[src/rtl/dmem_pkg.sv]
// Shared types, size codes and the alignment/legality check for the data-memory arbiter.
package dmem_pkg;

  typedef enum logic [1:0] {
    IDLE   = 2'd0,
    ACCESS = 2'd1,
    RESP   = 2'd2
  } state_t;

  localparam logic [2:0] F3_B  = 3'b000;
  localparam logic [2:0] F3_H  = 3'b001;
  localparam logic [2:0] F3_W  = 3'b010;
  localparam logic [2:0] F3_BU = 3'b100;
  localparam logic [2:0] F3_HU = 3'b101;

  // Unsigned sizes only make sense for loads, so a store using them is rejected.
  function automatic logic misaligned(input logic [2:0] funct3, input logic we,
                                      input logic [1:0] addr_lo);
    logic r_bad;
    case (funct3)
      F3_B:    r_bad = 1'b0;
      F3_H:    r_bad = addr_lo[0];
      F3_W:    r_bad = |addr_lo;
      F3_BU:   r_bad = we;
      F3_HU:   r_bad = we | addr_lo[0];
      default: r_bad = 1'b1;
    endcase
    return r_bad;
  endfunction

endpackage

[src/rtl/dmem_arbiter_rr_arb2.sv]
// Two-input round-robin grant: the port that did not win last time wins a tie.
// Purely combinational; grant is zero when no port is valid.
module rr_arb2 (
  input  logic [1:0] i_valid,
  input  logic       i_last_grant,
  output logic [1:0] o_grant
);

  always_comb begin
    o_grant = 2'b00;
    case (i_valid)
      2'b01:   o_grant = 2'b01;
      2'b10:   o_grant = 2'b10;
      2'b11:   o_grant = i_last_grant ? 2'b01 : 2'b10;
      default: o_grant = 2'b00;
    endcase
  end

endmodule

[src/rtl/dmem_arbiter.sv]
// Two-port arbiter/sequencer for the data memory: accept -> ACCESS -> RESP, response two cycles after accept.
// Ready is only offered in IDLE (one request per 3 cycles); grant counters exist with DMEM_ARB_STATS_EN.
module dmem_arbiter
  import dmem_pkg::*;
#(
  parameter int DATA_WIDTH = 32,
  parameter int ADDR_WIDTH = 32,
  parameter int CNT_WIDTH  = 16
) (
  input  logic                    clk,
  input  logic                    rst_n,
  input  logic [1:0]              req_valid,
  output logic [1:0]              req_ready,
  input  logic [1:0]              req_we,
  input  logic [5:0]              req_funct3,
  input  logic [2*ADDR_WIDTH-1:0] req_addr,
  input  logic [2*DATA_WIDTH-1:0] req_wdata,
  output logic [1:0]              rsp_valid,
  output logic                    rsp_err,
  output logic [DATA_WIDTH-1:0]   rsp_rdata,
  output logic                    mem_wen,
  output logic [2:0]              mem_funct3,
  output logic [ADDR_WIDTH-1:0]   mem_addr,
  output logic [DATA_WIDTH-1:0]   mem_wdata,
  input  logic [DATA_WIDTH-1:0]   mem_rdata
`ifdef DMEM_ARB_STATS_EN
  ,
  output logic [CNT_WIDTH-1:0]    grant_cnt0,
  output logic [CNT_WIDTH-1:0]    grant_cnt1,
  output logic [CNT_WIDTH-1:0]    conflict_cnt
`endif
);

  state_t                  r_state;
  state_t                  w_next;
  logic                    r_last_grant;
  logic                    r_owner;
  logic                    r_we;
  logic                    r_err;
  logic [2:0]              r_funct3;
  logic [ADDR_WIDTH-1:0]   r_addr;
  logic [DATA_WIDTH-1:0]   r_wdata;
  logic [DATA_WIDTH-1:0]   r_rdata;

  logic [1:0]              w_grant;
  logic [1:0]              w_ready;
  logic                    w_hs;
  logic                    w_sel;
  logic                    w_sel_we;
  logic [2:0]              w_sel_funct3;
  logic [ADDR_WIDTH-1:0]   w_sel_addr;
  logic [DATA_WIDTH-1:0]   w_sel_wdata;

  rr_arb2 u_rr_arb2 (
    .i_valid      (req_valid),
    .i_last_grant (r_last_grant),
    .o_grant      (w_grant)
  );

  assign w_ready      = (r_state == IDLE) ? w_grant : 2'b00;
  assign w_hs         = |(req_valid & w_ready);
  assign w_sel        = w_grant[1];
  assign w_sel_we     = w_sel ? req_we[1] : req_we[0];
  assign w_sel_funct3 = w_sel ? req_funct3[5:3] : req_funct3[2:0];
  assign w_sel_addr   = w_sel ? req_addr[2*ADDR_WIDTH-1:ADDR_WIDTH] : req_addr[ADDR_WIDTH-1:0];
  assign w_sel_wdata  = w_sel ? req_wdata[2*DATA_WIDTH-1:DATA_WIDTH] : req_wdata[DATA_WIDTH-1:0];

  always_comb begin
    w_next = r_state;
    case (r_state)
      IDLE:    if (w_hs) w_next = ACCESS;
      ACCESS:  w_next = RESP;
      RESP:    w_next = IDLE;
      default: w_next = IDLE;
    endcase
  end

  always_ff @(posedge clk or negedge rst_n) begin
    if (!rst_n) begin
      r_state      <= IDLE;
      r_last_grant <= 1'b1;
      r_owner      <= 1'b0;
      r_we         <= 1'b0;
      r_err        <= 1'b0;
      r_funct3     <= 3'b000;
      r_addr       <= '0;
      r_wdata      <= '0;
      r_rdata      <= '0;
    end else begin
      r_state <= w_next;
      if (w_hs) begin
        r_owner      <= w_sel;
        r_last_grant <= w_sel;
        r_we         <= w_sel_we;
        r_err        <= misaligned(w_sel_funct3, w_sel_we, w_sel_addr[1:0]);
        r_funct3     <= w_sel_funct3;
        r_addr       <= w_sel_addr;
        r_wdata      <= w_sel_wdata;
      end
      // Stores and rejected requests return zero rather than whatever the memory drives.
      if (r_state == ACCESS) begin
        r_rdata <= (r_we || r_err) ? '0 : mem_rdata;
      end
    end
  end

  assign req_ready  = w_ready;
  assign mem_wen    = (r_state == ACCESS) && r_we && !r_err;
  assign mem_funct3 = r_funct3;
  assign mem_addr   = r_addr;
  assign mem_wdata  = r_wdata;
  assign rsp_valid  = (r_state == RESP) ? (r_owner ? 2'b10 : 2'b01) : 2'b00;
  assign rsp_err    = (r_state == RESP) && r_err;
  assign rsp_rdata  = r_rdata;

`ifdef DMEM_ARB_STATS_EN
  logic [CNT_WIDTH-1:0] r_grant_cnt0;
  logic [CNT_WIDTH-1:0] r_grant_cnt1;
  logic [CNT_WIDTH-1:0] r_conflict_cnt;

  always_ff @(posedge clk or negedge rst_n) begin
    if (!rst_n) begin
      r_grant_cnt0   <= '0;
      r_grant_cnt1   <= '0;
      r_conflict_cnt <= '0;
    end else begin
      if (w_hs && !w_sel && !(&r_grant_cnt0)) r_grant_cnt0 <= r_grant_cnt0 + 1'b1;
      if (w_hs && w_sel && !(&r_grant_cnt1))  r_grant_cnt1 <= r_grant_cnt1 + 1'b1;
      if ((r_state == IDLE) && (&req_valid) && !(&r_conflict_cnt))
        r_conflict_cnt <= r_conflict_cnt + 1'b1;
    end
  end

  assign grant_cnt0   = r_grant_cnt0;
  assign grant_cnt1   = r_grant_cnt1;
  assign conflict_cnt = r_conflict_cnt;
`endif

endmodule

[config.mk]
export PLATFORM = sky130hd
export DESIGN_NAME = dmem_arbiter
export DESIGN_NICKNAME = d
export VERILOG_FILES = /design/src/rtl/dmem_pkg.sv /design/src/rtl/dmem_arbiter_rr_arb2.sv /design/src/rtl/dmem_arbiter.sv
export SDC_FILE = /design/constraint.sdc
export NUM_CORES = 1
export LEC_CHECK = 0
export CAP_MARGIN = 30
export CORE_MARGIN = 2
export CORE_UTILIZATION = 32
export DETAILED_ROUTE_END_ITERATION = 6
export GPL_ROUTABILITY_DRIVEN = 0
export GPL_TIMING_DRIVEN = 0
export HOLD_SLACK_MARGIN = 0.02
export PLACE_DENSITY = 0.77
export SETUP_SLACK_MARGIN = 0.05
export SLEW_MARGIN = 20
export SYNTH_ARGS = -nofsm -noshare
export SYNTH_HDL_FRONTEND = slang
export SYNTH_SLANG_ARGS = --single-unit
[constraint.sdc]
create_clock -name clk -period 1.5 [get_ports clk]
set_clock_uncertainty 0.2 [all_clocks]
set_input_delay 0.3 -clock clk [delete_from_list [all_inputs] [get_ports clk]]
set_output_delay 0.3 -clock clk [all_outputs]
set_load 0.02 [all_outputs]
==> run metrics, run 1 <==
met2 wire length 8290 µm; Metal-1 WL 5780 µm; vias in the first global route 4821; period utilisation layout 1.31; failing checks setup timing; pwr/cell area 1950 nW/µm²; Syn. warnings 0; setup violators final 109; Synth Net Count 568; total number of vias 4362; largest net degree at the start of global routing 66; Final nets 878; Max Cap Viol 0; run status complete, but fails checks; Clk pin slew, worst setup/hold paths 0.07 ns; width of the die 118 µm; first-pass GRT wire length 25300 µm; Via-to-Cell Ratio 4.93; Critical Path AT 1.47 ns; grt ovf 0; RSZ-0062 raised after global routing yes; CP startpoint kind flip-flop; post-route setup slack -0.471 ns; total power 14600 µW; gr usage total 0.229; Synth top area share 0.623; Core Area 12700 µm²; min cycle time layout 1.97 ns; most common cell after layout, fill and taps aside clkdlybuf4s50_1; die height 118 µm; CTS tree yes; I/O pin cnt 277; Highest Signal Layer met4; Max clock buf depth 2; Iter 0 DRT Violations 173; Pre-antenna DRT Iters 4; CP Max Fanout 4; syn avg cell area 10.5 µm²; worst setup path class reg -> out; Layout area overhead 79.6%; Post-Layout Cell Count 885; FF-to-FF End mem_addr[13]; Post-synth EDFFs 0; post-synth top area cell dfrtp_1; drt wl/cell 17.6 µm; worst relative slew slack 0.669; register area share after synthesis 0.629; Critical R2R Launch r_state[1]; FF+latch area 2630 µm²; CTS root buf clkbuf_16; initial core utilization 0.330; Worst VDD drop 0.000957 V; Syn Std Cell Area 4180 µm²; count of different cell masters after synthesis 24; Inst Count DP 845; CTS sink count 105; crit path capture type primary output; clk_lat worst skew 0.34 ns; Place WS -1.34 ns; WL met3 1250 µm; worst slew pin tran 0.493 ns; row count 41; initial antenna violation count 2; fill count 1095; top post-synthesis cells by area dfrtp_1 62%, nor2_1 11%, o22ai_1 9.3%; Residual DRC 0; Fin. Hold Viols 0; share of cells above drive strength 1 0.259; Req. time, crit path 1.00 ns; DPL Wire Length 11400 µm; H-tree Lvls 3; Hold WC Path Type in -> async; Syn Inst Count 396; flops & latches, synth 105; FMAX 507 MHz; Synth Flop Type dfrtp_1; Post-DRT Antenna Nets 0; area of the multi-input gates 1480 µm²; Num CTS Buffers 9; Synth async-reset ratio 1.00; Reg2Reg Depth 6; Total Routed Length 15600 µm; worst reg2reg setup slack -0.33 ns; die area 14000 µm²; most frequent cells in the layout 168 x clkdlybuf4s50_1, 125 x nor2_1, 103 x buf_2, 103 x dfrtp_1, 62 x o22ai_1; Leakage 0.00340 µW; Slew Viols, Final 0; I/O Buffers 276
[area by class of cell]
| type | count | area share |
|---|---|---|
| Antenna cell | 2 | 0.000667 |
| Buffer | 26 | 0.0372 |
| Clock buffer | 12 | 0.0342 |
| Clock inverter | 4 | 0.00684 |
| Inverter | 4 | 0.00334 |
| Multi-Input combinational cell | 260 | 0.197 |
| Sequential cell | 105 | 0.351 |
| Tap cell | 172 | 0.0287 |
| Timing Repair Buffer | 300 | 0.341 |
[worst max path at each step]
stage | cells after the start | slack (ns) | endpoint | from
3_5_place_dp | 7 | -1.34 | req_ready[1] | req_valid[1]
3_3_place_gp | 1 | -3.96 | mem_wdata[4] | rst_n
5_1_grt | 6 | -0.53 | req_ready[1] | r_state[0]
4_1_cts | 6 | -0.48 | req_ready[1] | r_state[1]
6_report | 6 | -0.47 | req_ready[1] | r_state[0]
2_1_floorplan | 4 | -0.10 | req_ready[0] | r_state[0]
[cell families (layout without fill, tap and decap cells)]
group	after synthesis	in the layout	synth area share
AOI/OAI and AO/OA	105	105	0.179
buffers and inverters	31	346	0.0324
DFF	105	105	0.629
muxes	6	6	0.0144
other	0	2	0
and+or+nand+nor	149	149	0.145
[sequential cells by signal (all words and copies together) (netlist names), 2 cells and up]
register    count
mem_wdata      32
mem_addr       32
r_state         2
rsp_rdata      32
mem_funct3      3
[stage by stage]
step	utilization	cell area [µm²]	hold slack, ns	setup TNS [ns]
CTS	0.589	7460	0.251	-20.94
global placement	0.572	7250	0.266	-473.62
global route	0.592	7500	0.279	-32.79
finish	0.592	7500	0.238	-23.83
floorplan	-	4270	-0.196	-3.86
detailed placement	0.575	7280	0.0448	-60.24
[routing by layer]
metal	global-route usage	vias to the layer above
li1	-	2034
met1	0.256	2116
met2	0.414	194
met3	0.0666	18
met4	0.0791	0
met5	0	-
[synth_stat cells (all sizes together), types with 2 or more instances]
| library cell | instances |
|---|---|
| a221oi | 2 |
| a22o | 32 |
| and3b | 2 |
| buf | 15 |
| clkbuf | 12 |
| dfrtp | 104 |
| inv | 4 |
| mux2i | 6 |
| nand2 | 10 |
| nand2b | 2 |
| nor2 | 126 |
| nor3 | 3 |
| nor3b | 2 |
| nor4 | 2 |
| o21ai | 7 |
| o22ai | 62 |
[where the power goes]
| group | internal, µW | switching, µW | leakage [µW] |
|---|---|---|---|
| combinational | 3290 | 4180 | 0.00203 |
| clock | 1390 | 1030 | 0.000149 |
| sequential | 4030 | 690 | 0.00122 |
[critical path, cell delays in order, from the launching register on]
cell and delay [ns]:
dfrtp_2 0.45, nor2_4 0.19, nand3b_4 0.11, buf_8 0.13, buf_8 0.12, clkinv_4 0.03, buf_6 0.10
[timing repair]
| action | in CTS | in global routing |
|---|---|---|
| buffers inserted | 17 | 2 |
| setup endpoints to repair | 207 | 112 |
| pin swaps | 8 | 12 |
| resized for setup | 485 | 11 |
| gates cloned | 4 | 0 |
| hold buffers | 1 | 0 |
| hold endpoints to repair | 40 | 0 |
No activity file was read; power rests on OpenSTA's default activity.
==> run 2: changes to the inputs <==
--- a/config.mk
+++ b/config.mk
@@ -6,6 +6,7 @@
 export NUM_CORES = 1
 export LEC_CHECK = 0
 export CAP_MARGIN = 30
+export CORE_ASPECT_RATIO = 2
 export CORE_MARGIN = 2
 export CORE_UTILIZATION = 32
 export DETAILED_ROUTE_END_ITERATION = 6
@@ -14,7 +15,6 @@
 export HOLD_SLACK_MARGIN = 0.02
 export PLACE_DENSITY = 0.77
 export SETUP_SLACK_MARGIN = 0.05
-export SLEW_MARGIN = 20
 export SYNTH_ARGS = -nofsm -noshare
 export SYNTH_HDL_FRONTEND = slang
 export SYNTH_SLANG_ARGS = --single-unit
==> run 2 against run 1 <==
  * The run ends with hold timing, setup timing left
  * Sequential power rose by 4.9%
  * Wire length rose by 3.8%
  * Critical path depth decreased by 1
  * Cell area grew 5.5%
  * Global-route usage is 1.2 points lower
  * Non-clock buffer count is 4 higher
  * Die area is 0.39% higher
  * Register-to-register slack got worse by 0.06 ns
==> run metrics, run 2 (synthesis gave the netlist of run 1 again) <==
Highest Signal Layer met5; Pint 9110 µW; period utilisation layout 1.30; CP cell instances nand2b_4 > nand3_4 > buf_8 > inv_2 > buf_6; CTS sink count 105; Place WS -1.28 ns; setup violators final 101; family with the most delay on the worst path flip-flops; CP Max Fanout 3; post-route setup slack -0.454 ns; width of the die 84.8 µm; slowest CP cell dfstp_2; total number of vias 4440; drt wl/cell 18.7 µm; Comb pwr share 0.532; Critical R2R Launch r_last_grant; most frequent cells in the layout 168 x clkdlybuf4s50_1, 122 x nor2_1, 101 x dfrtp_1, 60 x clkbuf_2, 51 x o22ai_2; Max clock buf depth 2; min cycle time layout 1.95 ns; worst slew pin tran 0.608 ns; Fin. Hold Viols 43; met2 wire length 7970 µm; initial antenna violation count 1; Critical Path Stages 5; Hold WC Path Type in -> async; pwr/cell area 1970 nW/µm²; H-tree Lvls 3; die height 166 µm; I/O pin cnt 277; final non-filler cell area 7910 µm²; RSZ-0062 raised after global routing yes; Clock power frac 0.150; initial core utilization 0.325; sequential share of power 0.318; FMAX 512 MHz; Total Routed Length 16200 µm; Post-DRT Antenna Nets 0; Buf+Inv Stages, Crit Path 3; share of cells above drive strength 1 0.347; final hold slack -0.243 ns; Residual DRC 0; first-pass GRT wire length 23600 µm; run status complete, but fails checks; I/O Buffers 276; largest net degree at the start of global routing 63; CTS tree yes; Core Area 12800 µm²; failing checks hold timing, setup timing; Iter 0 DRT Violations 138; grt ovf 0; FF-to-FF End mem_addr[25]; dpl cell area 7250 µm²; Pre-antenna DRT Iters 4; Reg2Reg Depth 8; most common cell after layout, fill and taps aside clkdlybuf4s50_1; crit path capture type primary output; Clk pin slew, worst setup/hold paths 0.08 ns; CTS root buf clkbuf_16; WL met3 1500 µm; sw frac 0.415; CP startpoint r_last_grant; Critical Path AT 1.45 ns; worst setup path class reg -> out; Psw 6460 µW; crit-path max cell delay 0.58 ns; Worst VDD drop 0.00103 V; fill count 1048; row count 59; vias in the first global route 4627; Final nets 882; Req. time, crit path 1.00 ns; worst relative slew slack 0.595; worst reg2reg setup slack -0.39 ns; Metal-1 WL 6220 µm; Max Cap Viol 0; Slew Viols, Final 0; Via-to-Cell Ratio 5.12; gr usage total 0.217; Num CTS Buffers 9; CP startpoint kind flip-flop; DPL Wire Length 11600 µm; Leakage 0.00353 µW; ANT cells 0; clk_lat worst skew 0.34 ns; termination of the worst setup path req_ready[0]; Layout area overhead 89.4%; die area 14000 µm²
## run 2: cell types whose count changed in the layout (fill, tap and decap cells not counted), moves of 5 or more
cell      previous run  this run
clkbuf_2             1        60
buf_2              103        25
o22ai_2              0        51
buf_8                5        10
o22ai_1             62        10
clkbuf_8             5         0
buf_6               17        38
buf_4               16        23
## run 2: how the worst min path moves through the flow
stage	startpoint	cells past startpoint	end	slack, ns
4_1_cts	rst_n	1	mem_addr[20]	-0.23
6_report	rst_n	1	mem_addr[20]	-0.24
3_3_place_gp	mem_funct3[1]	2	mem_funct3[1]	0.27
3_5_place_dp	rst_n	1	mem_addr[20]	0.15
2_1_floorplan	rst_n	0	mem_addr[0]	-0.20
5_1_grt	rst_n	1	mem_addr[20]	-0.21
## run 2: power groups by stage
| stage | combinational (µW) | clock, µW | sequential [µW] |
|---|---|---|---|
| 6_report | 8280 | 2340 | 4950 |
| 5_1_grt | 8890 | 2520 | 5090 |
| 4_1_cts | 7560 | 2410 | 4790 |
| 3_5_place_dp | 7540 | 0 | 4820 |
| 3_3_place_gp | 7430 | 0 | 4780 |
| 2_1_floorplan | 2610 | 0 | 6030 |
## run 2: through the flow
step / power [µW] / cells / util / hold WS, ns / setup TNS [ns]
global route: 16500 / 867 / 0.616 / -0.210 / -28.17
floorplan: 8640 / 396 / - / -0.196 / -3.86
CTS: 14800 / 851 / 0.587 / -0.229 / -48.84
global placement: 12200 / 824 / 0.563 / 0.269 / -495.56
finish: 15600 / 867 / 0.616 / -0.243 / -20.24
detailed placement: 12400 / 825 / 0.564 / 0.150 / -59.00
## run 2: worst register-to-register path, cell delays in order (launching register included)
cell and delay, ns:
dfstp_2 0.58, nand2b_4 0.15, nand3_4 0.09, buf_4 0.16, buf_8 0.14, buf_4 0.14
buf_6 0.15, o22ai_1 0.13, nor2_1 0.05
## run 2: per-layer routing
| layer | GRT usage | up-vias |
|---|---|---|
| li1 | - | 2027 |
| met1 | 0.251 | 2115 |
| met2 | 0.353 | 268 |
| met3 | 0.0825 | 28 |
| met4 | 0.105 | 2 |
| met5 | 0 | - |
## run 2: area by class of cell
cell class              count  area (µm²)  share of cell area
well taps                 152         190              0.0240
plain buffers              26         308              0.0389
clock inverters             7        67.6             0.00854
repair buffers            304        2640               0.334
inverters                   4        20.0             0.00253
clock buffers               9         225              0.0285
multi-input cells         260        1830               0.231
flip-flops and latches    105        2630               0.333
## run 2: repair_timing
action | 4_1_cts | 5_1_grt
cloned | 0 | 4
resized for setup | 221 | 277
setup buffers | 11 | 12
hold endpoints to repair | 43 | 43
pin swaps | 3 | 3
endpoints found under the setup margin | 207 | 179
